$ cat src/rtl/bus_ctrl_2m2s.sv
// rtl/bus_ctrl_2m2s.sv - two-master/two-slave bus arbiter, steering, decode and read return
// Optional BUS_RR_EN: contested grants from IDLE alternate using a last-grant register.
module bus_ctrl_2m2s #(
    parameter int ADDR_W   = 8,
    parameter int MAX_HOLD = 16
) (
    input  logic              clk,
    input  logic              reset_n,
    input  logic              m0_req,
    input  logic              m0_wr,
    input  logic [ADDR_W-1:0] m0_address,
    input  logic [31:0]       m0_dout,
    input  logic              m1_req,
    input  logic              m1_wr,
    input  logic [ADDR_W-1:0] m1_address,
    input  logic [31:0]       m1_dout,
    output logic              m0_grant,
    output logic              m1_grant,
    output logic [ADDR_W-1:0] s_address,
    output logic              s_wr,
    output logic [31:0]       s_din,
    output logic              s0_sel,
    output logic              s1_sel,
    input  logic [31:0]       s0_dout,
    input  logic [31:0]       s1_dout,
    output logic [31:0]       m_din
);

    typedef enum logic [1:0] {
        IDLE   = 2'd0,
        GRANT0 = 2'd1,
        GRANT1 = 2'd2
    } state_t;

    localparam logic [7:0] HOLD_MAX = 8'(MAX_HOLD - 1);

    state_t      r_state;
    logic [7:0]  r_hold_cnt;
    logic [1:0]  r_rd_sel_q;
    logic        w_own_req;
    logic        w_idle_pick0;

`ifdef BUS_RR_EN
    // 0 = M0 granted last, 1 = M1 granted last
    logic        r_last_gnt;
    assign w_idle_pick0 = m0_req && (!m1_req || r_last_gnt);
`else
    assign w_idle_pick0 = m0_req;
`endif

    always_ff @(posedge clk or negedge reset_n) begin
        if (!reset_n) begin
            r_state    <= IDLE;
            r_hold_cnt <= '0;
`ifdef BUS_RR_EN
            r_last_gnt <= 1'b1;
`endif
        end else begin
            case (r_state)
                IDLE: begin
                    r_hold_cnt <= '0;
                    if (w_idle_pick0) begin
                        r_state <= GRANT0;
`ifdef BUS_RR_EN
                        r_last_gnt <= 1'b0;
`endif
                    end else if (m1_req) begin
                        r_state <= GRANT1;
`ifdef BUS_RR_EN
                        r_last_gnt <= 1'b1;
`endif
                    end
                end
                GRANT0: begin
                    if (!m0_req || (m1_req && r_hold_cnt == HOLD_MAX)) begin
                        r_hold_cnt <= '0;
                        if (m1_req) begin
                            r_state <= GRANT1;
`ifdef BUS_RR_EN
                            r_last_gnt <= 1'b1;
`endif
                        end else begin
                            r_state <= IDLE;
                        end
                    end else if (r_hold_cnt != HOLD_MAX) begin
                        r_hold_cnt <= r_hold_cnt + 8'd1;
                    end
                end
                GRANT1: begin
                    if (!m1_req || (m0_req && r_hold_cnt == HOLD_MAX)) begin
                        r_hold_cnt <= '0;
                        if (m0_req) begin
                            r_state <= GRANT0;
`ifdef BUS_RR_EN
                            r_last_gnt <= 1'b0;
`endif
                        end else begin
                            r_state <= IDLE;
                        end
                    end else if (r_hold_cnt != HOLD_MAX) begin
                        r_hold_cnt <= r_hold_cnt + 8'd1;
                    end
                end
                default: begin
                    r_state    <= IDLE;
                    r_hold_cnt <= '0;
                end
            endcase
        end
    end

    assign m0_grant = (r_state == GRANT0);
    assign m1_grant = (r_state == GRANT1);

    always_comb begin
        s_address = '0;
        s_wr      = 1'b0;
        s_din     = '0;
        w_own_req = 1'b0;
        case (r_state)
            GRANT0: begin
                s_address = m0_address;
                s_wr      = m0_wr & m0_req;
                s_din     = m0_dout;
                w_own_req = m0_req;
            end
            GRANT1: begin
                s_address = m1_address;
                s_wr      = m1_wr & m1_req;
                s_din     = m1_dout;
                w_own_req = m1_req;
            end
            default: begin
                s_address = '0;
            end
        endcase
    end

    // Addresses at 0x40 and above map to no slave, so writes there are dropped
    assign s0_sel = w_own_req && (32'(s_address) < 32'h20);
    assign s1_sel = w_own_req && (32'(s_address) >= 32'h20) && (32'(s_address) < 32'h40);

    always_ff @(posedge clk or negedge reset_n) begin
        if (!reset_n) begin
            r_rd_sel_q <= 2'b00;
        end else begin
            r_rd_sel_q <= {s1_sel, s0_sel};
        end
    end

    always_comb begin
        m_din = '0;
        case (r_rd_sel_q)
            2'b01:   m_din = s0_dout;
            2'b10:   m_din = s1_dout;
            default: m_din = '0;
        endcase
    end

endmodule

$ cat config.mk
export PLATFORM = sky130hd
export DESIGN_NAME = bus_ctrl_2m2s
export DESIGN_NICKNAME = d
export VERILOG_FILES = /design/src/rtl/bus_ctrl_2m2s.sv
export SDC_FILE = /design/constraint.sdc
export NUM_CORES = 1
export LEC_CHECK = 0
export CAP_MARGIN = 20
export CORE_AREA = 2 2 88 90
export CTS_CLUSTER_DIAMETER = 120
export DETAILED_ROUTE_END_ITERATION = 6
export DIE_AREA = 0 0 90 92
export GPL_TIMING_DRIVEN = 0
export PLACE_DENSITY = 0.8
export SLEW_MARGIN = 20
export SYNTH_ARGS = -nofsm -noshare
export SYNTH_HDL_FRONTEND = slang
export SYNTH_SLANG_ARGS = --single-unit
$ cat constraint.sdc
create_clock -name clk -period 2.72 [get_ports clk]
set_input_delay 0.408 -clock clk [delete_from_list [all_inputs] [get_ports clk]]
set_output_delay 0.408 -clock clk [all_outputs]
set_load 0.05 [all_outputs]
# Yosys cells after proc, flatten, opt, wreduce, memory -nomap -nowiden

Cells that the tools add are included.
Widths: inputs -> output; s select.

Logic and storage cells: 45
Memory bits (read-only): 0
RAM bits: 0
Bits in latches: 0
Output and inout port bits: 77
Input port bits: 150
Register bits: 12
Memories: 0

Multipliers: 0
Shift-type cells: 0
Reduce and logical (&&, ||, !) cells: 11
Mux-type cells: 16
Equal/unequal tests: 9
Order comparisons: 3
Divide/modulo/power cells: 0
Add/sub/neg operators: 1
Bitwise logic cells: 2

Operator list:

| cell                | number |
|---|---|
| $pmux 32 s2         | 2 |
| $pmux 8 s2          | 2 |
| $mux 8              | 3 |
| $mux 2              | 5 |
| $add 8x1->8 const B | 1 |
| $eq 8x4->1 const B  | 1 |
| $ge 8x6->1 const B  | 1 |
| $lt 8x6->1 const B  | 1 |
| $lt 8x7->1 const B  | 1 |
| $ne 8x4->1 const B  | 1 |
| $pmux 2 s3          | 1 |
| $logic_and 1x1->1   | 5 |
| $eq 2x1->1 const B  | 2 |
| $eq 2x2->1 const B  | 2 |
| $ne 2x1->1 const B  | 2 |
| $pmux 1 s2          | 2 |
| $ne 3x3->1 const B  | 1 |
| $reduce_and 3->1    | 1 |
| $and 1x1->1         | 2 |
| $logic_not 1->1     | 2 |
| $logic_not 2->1     | 1 |
| $logic_or 1x1->1    | 2 |
| $mux 1              | 1 |

# Longest topological paths before layout

Depth after elaboration: 5
Depth in mapped cells: 7
Gate-level depth less buffers: 6

# Worst setup path before layout

Ideal clock, no wire load.

Kind: reg2out
Start point: register r_state[0]
End point: output s0_sel
Cell stages (with the launch flop): 8
Path buffers: 1
Data arrival time: 2.779 ns
Required time: 2.312 ns
Path slack: -0.467 ns
Cells stage by stage: dfrtp_1 inv_1 ha_1 buf_2 nand2_1 nand2_1 nand4_1 a221oi_1

Cells in the longest elaborated chain, start to end: 4
Elaborated cells on any way between the ends: 6
Classes of those cells: 1 x order compare; 2 x eq/ne; 2 x mux; 1 x reduce/logical

RTL lines:

| element                | RTL line | text |
|---|---|---|
| start, declared        | 37       | `state_t r_state;` |
| start signal, assigned | 53       | `r_state <= IDLE;` |
| start signal, assigned | 63       | `r_state <= GRANT0;` |
| start signal, assigned | 68       | `r_state <= GRANT1;` |
| $eq 2x2->1 (*)         | --       |  |
| via m1_grant           | 18       | `output logic m1_grant,` |
| $pmux 8 s2             | 120      | `case (r_state)` |
| $lt 8x6->1             | 140      | `assign s0_sel = w_own_req && (32'(s_address) < 32'h20);` |
| $logic_and 1x1->1 (*)  | 140      |  |
| end, declared          | 22       | `output logic s0_sel,` |

The timed path passes the listed nets; every way through them passes the cells marked *.

# Worst setup path in the final report

Start point: register r_state[0]
End point: output s_din[22]

Cells in the longest elaborated chain, start to end: 2
Elaborated cells on any way between the ends: 3
Classes of those cells: 2 x eq/ne; 1 x mux

RTL lines:

| element                                         | RTL line | text |
|---|---|---|
| $eq 2x2->1 / $eq 2x1->1 (equally long branches) | 120      |  |
| $pmux 32 s2 (*)                                 | 120      |  |
| end, declared                                   | 21       | `output logic [31:0] s_din,` |

Every way passes the cells marked *; elsewhere a longest branch is shown, timed or not.

==> run summary <==
WL final: 8.97 mm
WL met1: 3.31 mm
metal2 WL: 4.79 mm
flop and latch count out of synthesis: 12
Reg2Reg Setup Slack: 0.98 ns
Buffers on Ports: 225
Worst path slowest cell: dlygate4sd2_1
DR top layer: met4
Global Route Usage Sum: 0.206
post-synthesis cell count: 250
CP top delay family: buffers and inverters
status: complete, no violations
largest net degree at the start of global routing: 13
crit-path cells: inv_1 > ha_1 > clkbuf_1 > nor2b_1 > dlygate4sd2_1
Synth top area share: 0.306
width of the die: 90 um
Clock Sinks: 12
number of global-route vias before repair: 2896
Synth Area per Inst: 7.06 um2
largest cells by area after synthesis: a22oi_1 (31%), dfrtp_1 (17%), nor2b_1 (15%)
n_diodes: 0
share of cells above drive strength 1: 0.188
synth warn: 0
crit path DAT: 2.19 ns
vias: 2810
DRT antenna net count: 0
leak pwr: 1.65 nW
Die ar.: 8280 um2
CTS Buf Count: 3
VDD IR max: 0.000664 V
Vias per Instance: 4.84
TritonRoute pass-1 iters: 4
DP Area: 4220 um2
synth unique cells: 33
total core area: 7450 um2
Max Clock Skew: 0.00293 ns
Post-Syn Area: 1760 um2
initial antenna violation count: 0
CP Buf/Inv Count: 3
CP max stage delay: 0.54 ns
HP Class: in -> async
Worst Tran Pin Value: 0.528 ns
FILL cells: 699
Final Slew Violations: 0
die height: 92 um
sequential-to-total area share from yosys stat: 0.170
Skew-Pair Late Insertion Delay: 0.24 ns
RSZ-0062 raised after global routing: no
clk root buf: clkbuf_8
Initial Util: 0.237
worst reg2reg startpoint: r_state[0]
max cap viols: 0
Initial DRC Count: 82
CP max FO: 10
Design Area, Final: 4200 um2
# IOs: 227
Setup CP Type: reg -> out
required time of the critical path: 2.31 ns
TritonCTS clock tree: done
CTS HTree Levels: 1
number of core rows: 32
met3 wire len: 819 um
CTS Buffer Depth: 2
global placement routability congestion: 0.801
Worst setup EP type: output port
WL per Instance: 15.4 um
fin crit period: 2.60 ns
Final Hold Fails: 0
Worst Setup SP: r_state[0]
Tcrit/Tclk final: 0.955
hold buffers post-CTS: 0
PwrDens: 868 nW/um2
Max Freq: 0.385 GHz
Layout Nets: 637
clk slew on worst S/H paths: 0.05 ns
startpoint type of the worst setup path: flip-flop
synthesized net count: 407
gr ovfl total: 0
post-CTS setup buffers: 0
Slew HR: 0.647
first-pass GRT wire length: 14.2 mm
Area growth, synth to finish: 138%
Min Hold Slack: 0.511 ns
Post-DP HPWL: 7.56 mm
drt drc: 0
Finish-stage setup viols: 0
largest area contributor in the netlist: a22oi_1
final timing paths:
kind | cells after the start | end
worst max register to register | 7 | r_hold_cnt[3]
worst min register to register | 2 | r_hold_cnt[0]
max in group asynchronous | 1 | r_hold_cnt[7]
worst max-delay path | 5 | s_din[22]
min in group clk | 3 | r_state[0]
worst min-delay path | 1 | r_hold_cnt[2]
worst reg2reg max path: cells and delay by family, from the launching register on:
kind	cells	cell delay (ns)
flops	1	0.42
compound gates	1	0.23
fa+ha+maj	1	0.18
simple gates	3	0.50
buf+inv	2	0.32
cell usage in the layout, fill, tap and decap left out, types with 2 or more instances in the layout:
master / n
clkdlybuf4s15_1: 3
nand2b_1: 3
buf_2: 6
clkdlybuf4s15_2: 24
clkdlybuf4s50_1: 150
inv_1: 5
clkbuf_2: 21
nor2b_1: 13
nand3_1: 6
dfrtp_1: 12
dlygate4sd2_1: 31
nor2b_2: 28
xnor2_1: 4
a211oi_1: 2
clkbuf_8: 4
nor2_1: 38
ha_1: 7
a21oi_1: 5
o21ai_0: 2
nor3_1: 5
clkbuf_1: 12
nand2_1: 9
a22oi_1: 72
per-stage QoR:
step                TNS (ns)   util  worst slack, ns  std cells  power [mW]
floorplan                  0      -           0.0308        250        2.53
global placement       -2.18  0.567           -0.295        577        3.58
detailed placement     -2.37  0.567           -0.289        577        3.60
CTS                        0  0.571        0.0000959        581        3.68
global route               0  0.563          0.00195        581        3.88
finish                     0  0.563            0.122        581        3.64
repair_timing:
action	CTS	global route
resized for setup	131	43
pin swaps	0	0
endpoints found under the setup margin	75	41
logic make-up (layout without fill, tap and decap cells):
kind of cell	Yosys count	after routing	synth area share
and+or+nand+nor	107	107	0.313
AOI/OAI and AO/OA	89	89	0.370
buffers and inverters	29	258	0.0674
DFF	12	12	0.170
adders and majority gates	7	7	0.0496
xor gates and xnor gates	5	5	0.0248
muxes	1	1	0.00567
registers in the layout, indices dropped and copies added, names as in the netlist:
| signal | flops |
|---|---|
| r_state | 2 |
| r_rd_sel_q | 2 |
| r_hold_cnt | 8 |
where the power goes:
group	leakage, nW	switching, mW	internal [mW]
logic	1.46	2.05	1.17
clock network	0.0288	0.0655	0.128
registers	0.164	0.0295	0.207
cell type report:
| cell class | instances | area, um2 | area share |
|---|---|---|---|
| timing repair buffer | 225 | 2160 | 0.515 |
| multi-input combinational | 209 | 1430 | 0.340 |
| sequential | 12 | 300 | 0.0716 |
| tap | 102 | 128 | 0.0304 |
| buffer | 24 | 108 | 0.0256 |
| clock buffer | 4 | 55.1 | 0.0131 |
| inverter | 5 | 18.8 | 0.00447 |
metal layers:
| layer | global-route usage | vias up |
|---|---|---|
| met1 | 0.224 | 1256 |
| met2 | 0.411 | 171 |
| li1 | - | 1376 |
| met4 | 0.0333 | 0 |
| met5 | 0 | - |
| met3 | 0.0452 | 7 |
Yosys cell counts (all sizes together):
cell type,instances
a22oi,72
nor2b,41
nor2,38
clkbuf,16
dfrtp,12
nand2,9
buf,8
ha,7
nand3,7
a21oi,5
inv,5
nor3,5
xnor2,4
nand2b,3
o21ai,3
a211oi,2
a21boi,2
a221oi,1
a31oi,1
and2b,1
mux2i,1
nand3b,1
nand4,1
nor4,1
o2111ai,1
o221ai,1
o22a,1
xor2,1
(Power assumes the default switching activity.)
